<file path="config.mk">
export PLATFORM = sky130hd
export DESIGN_NAME = hazard_step_ctrl_flat
export DESIGN_NICKNAME = d
export VERILOG_FILES = /design/src/rtl/hazard_step_ctrl_if.sv /design/src/rtl/hazard_step_ctrl.sv /design/src/flat_wrapper.sv
export SDC_FILE = /design/constraint.sdc
export NUM_CORES = 1
export LEC_CHECK = 0
export BUFFER_PORTS_ARGS = -buffer_cell sky130_fd_sc_hd__buf_2
export CELL_PAD_IN_SITES_DETAIL_PLACEMENT = 1
export CELL_PAD_IN_SITES_GLOBAL_PLACEMENT = 2
export CORE_MARGIN = 5
export CORE_UTILIZATION = 32
export CTS_BUF_LIST = sky130_fd_sc_hd__clkbuf_4
export DETAILED_ROUTE_END_ITERATION = 16
export PLACE_DENSITY_LB_ADDON = 0.2
export SYNTH_ARGS = -nofsm -noshare
export SYNTH_HDL_FRONTEND = slang
export SYNTH_SLANG_ARGS = --single-unit
export TNS_END_PERCENT = 5
</file>
<file path="constraint.sdc">
create_clock -name i_clk -period 3.52 [get_ports i_clk]
set_clock_uncertainty 0.1 [all_clocks]
set_input_delay 0.528 -clock i_clk [delete_from_list [all_inputs] [get_ports i_clk]]
set_output_delay 0.528 -clock i_clk [all_outputs]
set_load 0.02 [all_outputs]
</file>
<file path="src/rtl/hazard_step_ctrl_if.sv">
// Bundle of pipeline-side hazard inputs, run/step controls and the enable outputs
// exchanged between the datapath (master) and the hazard/step controller (slave).
interface hazard_step_ctrl_if #(
  parameter int NB_BITS = 32,
  parameter int NB_REG  = 5
);
  logic [NB_BITS-1:0] i_instr;
  logic               i_id_ex_mem_read;
  logic               i_id_ex_reg_write;
  logic [NB_REG-1:0]  i_id_ex_dst;
  logic               i_ex_mem_mem_read;
  logic [NB_REG-1:0]  i_ex_mem_dst;
  logic               i_start;
  logic               i_mode;
  logic               i_step;
  logic               o_pc_enb;
  logic               o_if_id_enb;
  logic               o_pipe_enb;
  logic               o_id_ex_bubble;
  logic               o_halted;
  logic [2:0]         o_state;
  logic [NB_BITS-1:0] o_cycle_cnt;

  modport master (
    output i_instr, i_id_ex_mem_read, i_id_ex_reg_write, i_id_ex_dst,
           i_ex_mem_mem_read, i_ex_mem_dst, i_start, i_mode, i_step,
    input  o_pc_enb, o_if_id_enb, o_pipe_enb, o_id_ex_bubble, o_halted,
           o_state, o_cycle_cnt
  );

  modport slave (
    input  i_instr, i_id_ex_mem_read, i_id_ex_reg_write, i_id_ex_dst,
           i_ex_mem_mem_read, i_ex_mem_dst, i_start, i_mode, i_step,
    output o_pc_enb, o_if_id_enb, o_pipe_enb, o_id_ex_bubble, o_halted,
           o_state, o_cycle_cnt
  );
endinterface

</file>
<file path="src/rtl/hazard_step_ctrl.sv">
// Pipeline hazard detection plus run / single-step / halt-drain sequencing.
// Enables and bubble are purely combinational from the current state and inputs.
module hazard_step_ctrl #(
  parameter int NB_BITS      = 32,
  parameter int NB_REG       = 5,
  parameter int DRAIN_CYCLES = 4
) (
  input logic              i_clk,
  input logic              i_rst,
  hazard_step_ctrl_if.slave bus
);

  localparam logic [5:0] OP_INSTR_SPECIAL = 6'b000000;
  localparam logic [5:0] OP_INSTR_BEQ     = 6'b000100;
  localparam logic [5:0] OP_INSTR_BEN     = 6'b000101;
  localparam logic [5:0] OP_INSTR_HALT    = 6'b111111;
  localparam logic [5:0] FUNC_JR          = 6'b001000;
  localparam logic [5:0] FUNC_JALR        = 6'b001001;
  localparam logic [3:0] DRAIN_LOAD       = 4'(DRAIN_CYCLES - 1);

  typedef enum logic [2:0] {
    ST_IDLE   = 3'd0,
    ST_RUN    = 3'd1,
    ST_STEP   = 3'd2,
    ST_DRAIN  = 3'd3,
    ST_HALTED = 3'd4
  } state_t;

  state_t             state, state_nxt;
  logic [3:0]         drain_cnt, drain_nxt;
  logic [NB_BITS-1:0] cycle_cnt;

  logic               adv;
  logic               pc_enb, if_id_enb, pipe_enb, id_ex_bubble;

  logic [5:0]         op, funct;
  logic [4:0]         rs_field, rt_field;
  logic [NB_REG-1:0]  rs, rt;
  logic               rs_nz, rt_nz;
  logic               is_halt, is_branch, is_jump_reg;
  logic               load_use, id_ex_match, ex_mem_match, branch_hz, hazard;
  logic               unused_instr_bits;

  assign op       = bus.i_instr[31:26];
  assign rs_field = bus.i_instr[25:21];
  assign rt_field = bus.i_instr[20:16];
  assign funct    = bus.i_instr[5:0];
  assign rs       = NB_REG'(rs_field);
  assign rt       = NB_REG'(rt_field);
  assign rs_nz    = (rs_field != 5'd0);
  assign rt_nz    = (rt_field != 5'd0);
  assign unused_instr_bits = ^bus.i_instr[15:6];

  assign is_halt     = (op == OP_INSTR_HALT);
  assign is_branch   = (op == OP_INSTR_BEQ) || (op == OP_INSTR_BEN);
  assign is_jump_reg = (op == OP_INSTR_SPECIAL) && ((funct == FUNC_JR) || (funct == FUNC_JALR));

  assign load_use = bus.i_id_ex_mem_read &&
                    ((rs_nz && (bus.i_id_ex_dst == rs)) || (rt_nz && (bus.i_id_ex_dst == rt)));

  // JR/JALR only read rs, so the rt match is qualified by the conditional-branch opcodes.
  assign id_ex_match  = (rs_nz && (bus.i_id_ex_dst == rs)) ||
                        (is_branch && rt_nz && (bus.i_id_ex_dst == rt));
  assign ex_mem_match = (rs_nz && (bus.i_ex_mem_dst == rs)) ||
                        (is_branch && rt_nz && (bus.i_ex_mem_dst == rt));
  assign branch_hz    = (is_branch || is_jump_reg) &&
                        ((bus.i_id_ex_reg_write && id_ex_match) ||
                         (bus.i_ex_mem_mem_read && ex_mem_match));
  assign hazard       = load_use || branch_hz;

  always_ff @(posedge i_clk or posedge i_rst) begin
    if (i_rst) begin
      state     <= ST_IDLE;
      drain_cnt <= 4'd0;
    end else begin
      state     <= state_nxt;
      drain_cnt <= drain_nxt;
    end
  end

  // HALT outranks hazards: it freezes fetch, bubbles ID/EX and starts the drain.
  always_comb begin
    state_nxt    = state;
    drain_nxt    = drain_cnt;
    adv          = 1'b0;
    pc_enb       = 1'b0;
    if_id_enb    = 1'b0;
    pipe_enb     = 1'b0;
    id_ex_bubble = 1'b0;

    case (state)
      ST_IDLE: begin
        if (bus.i_start) state_nxt = bus.i_mode ? ST_STEP : ST_RUN;
      end
      ST_RUN: begin
        adv = 1'b1;
        if (is_halt) begin
          state_nxt = ST_DRAIN;
          drain_nxt = DRAIN_LOAD;
        end else if (bus.i_mode) begin
          state_nxt = ST_STEP;
        end
      end
      ST_STEP: begin
        adv = bus.i_step;
        if (bus.i_step && is_halt) begin
          state_nxt = ST_DRAIN;
          drain_nxt = DRAIN_LOAD;
        end else if (!bus.i_mode) begin
          state_nxt = ST_RUN;
        end
      end
      ST_DRAIN: begin
        pipe_enb     = 1'b1;
        id_ex_bubble = 1'b1;
        if (drain_cnt == 4'd0) state_nxt = ST_HALTED;
        else                   drain_nxt = drain_cnt - 4'd1;
      end
      ST_HALTED: begin
        state_nxt = ST_HALTED;
      end
      default: begin
        state_nxt = ST_IDLE;
        drain_nxt = 4'd0;
      end
    endcase

    if (adv) begin
      pipe_enb = 1'b1;
      if (is_halt || hazard) begin
        id_ex_bubble = 1'b1;
      end else begin
        pc_enb    = 1'b1;
        if_id_enb = 1'b1;
      end
    end
  end

  always_ff @(posedge i_clk or posedge i_rst) begin
    if (i_rst) begin
      cycle_cnt <= '0;
    end else if (pipe_enb && (cycle_cnt != {NB_BITS{1'b1}})) begin
      cycle_cnt <= cycle_cnt + NB_BITS'(1);
    end
  end

  assign bus.o_pc_enb       = pc_enb;
  assign bus.o_if_id_enb    = if_id_enb;
  assign bus.o_pipe_enb     = pipe_enb;
  assign bus.o_id_ex_bubble = id_ex_bubble;
  assign bus.o_halted       = (state == ST_HALTED);
  assign bus.o_state        = state;
  assign bus.o_cycle_cnt    = cycle_cnt;

endmodule

</file>
<file path="src/flat_wrapper.sv">
// flat-port wrapper written by rule: the top's interface ports become plain ports
module hazard_step_ctrl_flat 
#(
  parameter int NB_BITS      = 32,
  parameter int NB_REG       = 5,
  parameter int DRAIN_CYCLES = 4
)
  (i_clk, i_rst, bus_i_instr, bus_i_id_ex_mem_read, bus_i_id_ex_reg_write, bus_i_id_ex_dst, bus_i_ex_mem_mem_read, bus_i_ex_mem_dst, bus_i_start, bus_i_mode, bus_i_step, bus_o_pc_enb, bus_o_if_id_enb, bus_o_pipe_enb, bus_o_id_ex_bubble, bus_o_halted, bus_o_state, bus_o_cycle_cnt);
  hazard_step_ctrl_if #(.NB_BITS(NB_BITS), .NB_REG(NB_REG)) bus_i ();
  input logic i_clk;
  input logic i_rst;
  input wire logic [$bits(bus_i.i_instr)-1:0] bus_i_instr;
  input wire logic [$bits(bus_i.i_id_ex_mem_read)-1:0] bus_i_id_ex_mem_read;
  input wire logic [$bits(bus_i.i_id_ex_reg_write)-1:0] bus_i_id_ex_reg_write;
  input wire logic [$bits(bus_i.i_id_ex_dst)-1:0] bus_i_id_ex_dst;
  input wire logic [$bits(bus_i.i_ex_mem_mem_read)-1:0] bus_i_ex_mem_mem_read;
  input wire logic [$bits(bus_i.i_ex_mem_dst)-1:0] bus_i_ex_mem_dst;
  input wire logic [$bits(bus_i.i_start)-1:0] bus_i_start;
  input wire logic [$bits(bus_i.i_mode)-1:0] bus_i_mode;
  input wire logic [$bits(bus_i.i_step)-1:0] bus_i_step;
  output wire logic [$bits(bus_i.o_pc_enb)-1:0] bus_o_pc_enb;
  output wire logic [$bits(bus_i.o_if_id_enb)-1:0] bus_o_if_id_enb;
  output wire logic [$bits(bus_i.o_pipe_enb)-1:0] bus_o_pipe_enb;
  output wire logic [$bits(bus_i.o_id_ex_bubble)-1:0] bus_o_id_ex_bubble;
  output wire logic [$bits(bus_i.o_halted)-1:0] bus_o_halted;
  output wire logic [$bits(bus_i.o_state)-1:0] bus_o_state;
  output wire logic [$bits(bus_i.o_cycle_cnt)-1:0] bus_o_cycle_cnt;
  assign bus_i.i_instr = bus_i_instr;
  assign bus_i.i_id_ex_mem_read = bus_i_id_ex_mem_read;
  assign bus_i.i_id_ex_reg_write = bus_i_id_ex_reg_write;
  assign bus_i.i_id_ex_dst = bus_i_id_ex_dst;
  assign bus_i.i_ex_mem_mem_read = bus_i_ex_mem_mem_read;
  assign bus_i.i_ex_mem_dst = bus_i_ex_mem_dst;
  assign bus_i.i_start = bus_i_start;
  assign bus_i.i_mode = bus_i_mode;
  assign bus_i.i_step = bus_i_step;
  assign bus_o_pc_enb = bus_i.o_pc_enb;
  assign bus_o_if_id_enb = bus_i.o_if_id_enb;
  assign bus_o_pipe_enb = bus_i.o_pipe_enb;
  assign bus_o_id_ex_bubble = bus_i.o_id_ex_bubble;
  assign bus_o_halted = bus_i.o_halted;
  assign bus_o_state = bus_i.o_state;
  assign bus_o_cycle_cnt = bus_i.o_cycle_cnt;
  hazard_step_ctrl #(.NB_BITS(NB_BITS), .NB_REG(NB_REG), .DRAIN_CYCLES(DRAIN_CYCLES)) u_core (.i_clk(i_clk), .i_rst(i_rst), .bus(bus_i));
endmodule
</file>
======== Word-level counts from Yosys, hierarchy flattened ========
Index checks and enable logic that the tools add are counted.
cells by class
  reductions and logical operators ........ 30
  add/subtract/negate cells ............... 2
  equal/unequal tests ..................... 21
  mux-type cells .......................... 19
  bitwise operators ....................... 1
operator list
  cell                                                                      count
  32-bit by 1-bit adder with 32-bit output (second input constant)          1
  32-bit inequality test (second input constant)                            1
  5-bit equality test                                                       4
  3-bit two-way mux                                                         6
  4-bit case mux with 4 select lines                                        1
  3-bit case mux with 5 select lines                                        1
  1-bit logical AND                                                         13
  6-bit by 3-bit equality test with 1-bit output (second input constant)    2
  6-bit by 4-bit equality test with 1-bit output (second input constant)    2
  4-bit two-way mux                                                         3
  5-bit nonzero test                                                        2
  1-bit logical OR                                                          9
  4-bit AND reduction                                                       2
  3-bit by 2-bit equality test with 1-bit output (second input constant)    2
  6-bit equality test (second input constant)                               1
  6-bit zero test                                                           1
  1-bit two-way mux                                                         6
  2-bit by 1-bit inequality test with 1-bit output (second input constant)  3
  3-bit by 2-bit inequality test with 1-bit output (second input constant)  2
  4-bit zero test                                                           1
  2-bit inequality test (second input constant)                             2
  4-bit by 1-bit subtractor with 4-bit output (second input constant)       1
  3-bit by 1-bit equality test with 1-bit output (second input constant)    1
  3-bit equality test (second input constant)                               1
  5 further kinds                                                           5
word-level totals
  input bits .............................. 50
  word-level logic and storage cells ...... 76
  bits in registers ....................... 39

======== Depth between registers and ports, before layout ========
  depth in word-level cells ............... 12
  mapped depth ............................ 7
  mapped depth without buffers ............ 7

======== Worst setup path after synthesis ========
No wires, ideal clock.
  kind .................................... input port to output port
  from .................................... in bus_i_instr[16]
  to ...................................... out bus_o_pc_enb
  arrival time ............................ 2281 ps
  stages .................................. 6
  setup slack ............................. 611 ps
  cell sequence ........................... or4_1 > o211ai_1 > nor3_1 > o41ai_1 > and4b_1 > buf_4
on the way
  word-level cells in the longest chain between the ends .. 11
ends and longest elaborated chain
  element                               RTL line                                        source
  start: declaration                    flat_wrapper.sv:12                              input wire logic [$bits(bus_i.i_instr)-1:0] bus_i_instr;
  5-bit nonzero test                    hazard_step_ctrl.sv:51                          assign rt_nz = (rt_field != 5'd0);
  1-bit logical AND                     hazard_step_ctrl.sv:63, hazard_step_ctrl.sv:65
  1-bit logical AND (on tied branches)  hazard_step_ctrl.sv:63, hazard_step_ctrl.sv:65
  1-bit logical OR (on tied branches)   hazard_step_ctrl.sv:62, hazard_step_ctrl.sv:64
  1-bit logical AND (on tied branches)  hazard_step_ctrl.sv:67, hazard_step_ctrl.sv:68
  1-bit logical OR                      hazard_step_ctrl.sv:67                          ((bus.i_id_ex_reg_write && id_ex_match) ||
  1-bit logical AND                     hazard_step_ctrl.sv:66                          assign branch_hz = (is_branch || is_jump_reg) &&
  1-bit logical OR *                    hazard_step_ctrl.sv:69                          assign hazard = load_use || branch_hz;
  1-bit logical OR *                    hazard_step_ctrl.sv:130                         if (is_halt || hazard) begin
  1-bit two-way mux * (2 in series)     --
  end: declaration                      flat_wrapper.sv:21                              output wire logic [$bits(bus_i.o_pc_enb)-1:0] bus_o_pc_enb;
Every way passes the cells marked *; elsewhere a longest branch is shown, timed or not.

======== Worst setup path after layout ========
  from .................................... in bus_i_instr[16]
  to ...................................... out bus_o_if_id_enb
on the way
  word-level cells in the longest chain between the ends .. 11
ends and longest elaborated chain
  element                               RTL line                                        source
  5-bit nonzero test                    hazard_step_ctrl.sv:51
  1-bit logical AND                     hazard_step_ctrl.sv:63, hazard_step_ctrl.sv:65
  1-bit logical AND (on tied branches)  hazard_step_ctrl.sv:63, hazard_step_ctrl.sv:65
  1-bit logical OR (on tied branches)   hazard_step_ctrl.sv:62, hazard_step_ctrl.sv:64
  1-bit logical AND (on tied branches)  hazard_step_ctrl.sv:67, hazard_step_ctrl.sv:68
  1-bit logical OR                      hazard_step_ctrl.sv:67
  1-bit logical AND                     hazard_step_ctrl.sv:66
  1-bit logical OR *                    hazard_step_ctrl.sv:69
  1-bit logical OR *                    hazard_step_ctrl.sv:130
  1-bit two-way mux *                   hazard_step_ctrl.sv:130
  1-bit two-way mux *                   hazard_step_ctrl.sv:128                         if (adv) begin
  end: declaration                      flat_wrapper.sv:22                              output wire logic [$bits(bus_i.o_if_id_enb)-1:0] bus_o_if_id_enb;
Marks and branches as above.

==> flow_summary.toml <==
[run_status]
status = "finished, final reports clean"

[worst_setup_path]
start_kind = "primary input"
cp-startpoint = "bus_i_instr[16]"
cp_cell_sequence = "buf_2, or4_1, o211ai_1, nor3_1, o41ai_1, and4b_1, buf_2"
crit_buf_inv = 2
cp_common_cell = "buf_2"
cp_max_fo = 3
critPathKind = "in -> out"
critPathRequiredTime_ns = 2.89
worstReg2RegStart = "u_core.bus.o_cycle_cnt[8]"
endpoint_kind = "output port"
crit_slowest_cell = "or4_1"
crit_family = "simple AND/OR/NAND/NOR gates"
arrival_ns = 2.44
max_stage_delay_ns = 0.55

[yosys]
avgSynthCellArea_um2 = 9.28
ys.flop_type = "dfrtp_1"
ys_top_cells_by_count = "dfrtp_1, xnor2_1, nand2_1"
seq_area_frac_synth_pct = 40.6
synth_area_leader_cell = "dfrtp_1"
ys_ff_latch = 39
synth_cells = 259
synth_edf_count = 0
synth.distinct_cells = 47
synth_top_area_share_pct = 40.6
synthMostInstantiatedCell = "dfrtp_1"
syn-num-nets = 311
yosysWarnings = 0
async_flop_share_pct = 100
synth_area_um2 = 2400
synth.top_cells.by_area = "dfrtp_1, xnor2_1, xor2_1"

[pwr]
p_per_area_nw_per_um2 = 504
internal-power_uw = 851
seq_power_share_pct = 42.6
power_frac_comb_pct = 42.5
p_leak_uw = 0.00142
ir_worst_vdd_mv = 0.346
pwr-share-clk_pct = 14.9
swShare_pct = 42.9
p_sw_uw = 638

[floorplan]
die_h_um = 96.7
die_w_um = 96.7
io_pins = 90
coreArea_um2 = 7290
num_rows = 31
die-area_um2 = 9350
start_util_pct = 33.0

[timing]
slew_viol_final = 0
fin_crit_sh_pct = 87.2
slew_headroom_pct = 40.6
worst-slew-pin-transition_ns = 0.890
fmax_mhz = 326
fin_tns_setup_ns = 0
fin_crit_ns = 3.07
hold_viol_final = 0
setup_viol = 0
rsz0062_at_grt = "false"

[global_routing]
antenna_found_initial = 0
grt_max_degree = 24
gr-total-overflow = 0
grt_usage_pct = 14.3
grt_pass1_wl_um = 11200
grt_pass1_vias = 2271

[flow_run]
cap_viol_max_count = 0

[placed_design]
dp.cells = 433
dpl.hpwl_um = 5340
place.gp.congestion = 0.768
portBuffers = 78

[routing]
drtIter0Drc = 53
finalWirelength_um = 6630
viasPerCell = 4.92
num_vias = 2168
post-route-drc-count = 0
wl_per_cell_um = 15.0
dr.pass1.iters = 4
ant_nets = 0

[clock_tree]
postCtsHoldBufs = 0
numCtsBuffers = 5
clock_latency_ns = 0.34
tritoncts = "yes"
cts_buffer_depth = 2
post_cts_resized = 0
cts_max_level = 2
clk_pin_slew_ns = 0.12
root_buffer = "clkbuf_4"
cts_sinks = 39
cts_setup_buffers = 0

[layout]
final_nets = 393
syn2layout_area_growth_pct = 22.9
drive_above_1_share_pct = 27.5
final_cells = 441
n_antenna_cell = 0
multi_input_area_um2 = 1370
fillCellCount = 905
regArea_um2 = 976

[hold_path]
hp-class = "in -> async"
## registers in the layout, indices dropped and copies added (netlist names)
signal	cells
u_core.bus.o_cycle_cnt	32
u_core.bus.o_state	3
u_core.drain_cnt	4
## final cells by class
class,count,area share [%]
well taps,99,4.19
repair buffers,80,13.7
clock buffers,5,1.27
clock inverters,3,0.508
flip-flops and latches,39,33.0
inverters,8,1.02
multi-input cells,207,46.3
## final timing paths
kind                            depth (start not counted)                         end  slack (ns)
worst min register to register                          1  u_core.bus.o_cycle_cnt[31]        0.40
min in group i_clk                                      3       u_core.bus.o_state[1]        0.37
max in group asynchronous                               3   u_core.bus.o_cycle_cnt[1]        2.30
worst max-delay path                                    7             bus_o_if_id_enb        0.45
worst min-delay path                                    2  u_core.bus.o_cycle_cnt[25]        0.25
worst max register to register                          5  u_core.bus.o_cycle_cnt[23]        1.25
## per-layer routing
| metal | wire, um | global-route usage, % | vias up |
|---|---|---|---|
| li1 | - | - | 1082 |
| met5 | 0 | 0 | - |
| met3 | 264 | 3.67 | 2 |
| met2 | 3140 | 22.9 | 44 |
| met1 | 3200 | 19.5 | 1040 |
| met4 | 28 | 2.92 | 0 |
## cell usage in the layout, fill, tap and decap left out, types with 5 or more instances in the layout
cell type / count
xnor2_1: 34
nor3_1: 13
inv_1: 8
clkbuf_4: 5
xor2_1: 17
nand3_1: 13
nand4_1: 11
nor2_1: 24
dfrtp_1: 39
nand2_1: 29
nor4_1: 8
o21ai_0: 5
buf_2: 78
## logic make-up (layout without fill, tap and decap cells)
family | Yosys count | count (layout) | synth area share [%]
AND/OR/NAND/NOR | 123 | 123 | 27.4
flip-flops | 39 | 39 | 40.6
buffers and inverters | 13 | 96 | 2.50
AO/OA/AOI/OAI | 27 | 27 | 7.96
adder cells (fa/ha/maj) | 2 | 2 | 1.04
XOR/XNOR | 51 | 51 | 18.6
multiplexers | 4 | 4 | 1.92
## power by group through the flow
stage	registers [uW]	logic, uW	clock network [uW]
6_report	635	633	222
3_3_place_gp	642	629	0
4_1_cts	636	642	236
3_5_place_dp	643	643	0
2_1_floorplan	658	430	0
5_1_grt	652	703	260
## stage by stage
| step | hold slack [ns] | worst slack, ns | cell area (um^2) | power [uW] | utilization, % |
|---|---|---|---|---|---|
| after floorplan | 0.380 | 0.611 | 2400 | 1090 | - |
| after global placement | 0.376 | 0.472 | 2900 | 1270 | 39.8 |
| after detailed placement | 0.384 | 0.432 | 2900 | 1290 | 39.8 |
| after CTS | 0.273 | 0.413 | 2960 | 1510 | 40.5 |
| after global routing | 0.299 | 0.248 | 2960 | 1620 | 40.5 |
| final | 0.250 | 0.450 | 2960 | 1490 | 40.5 |
Note: power is estimated with default switching activity, not from simulation.
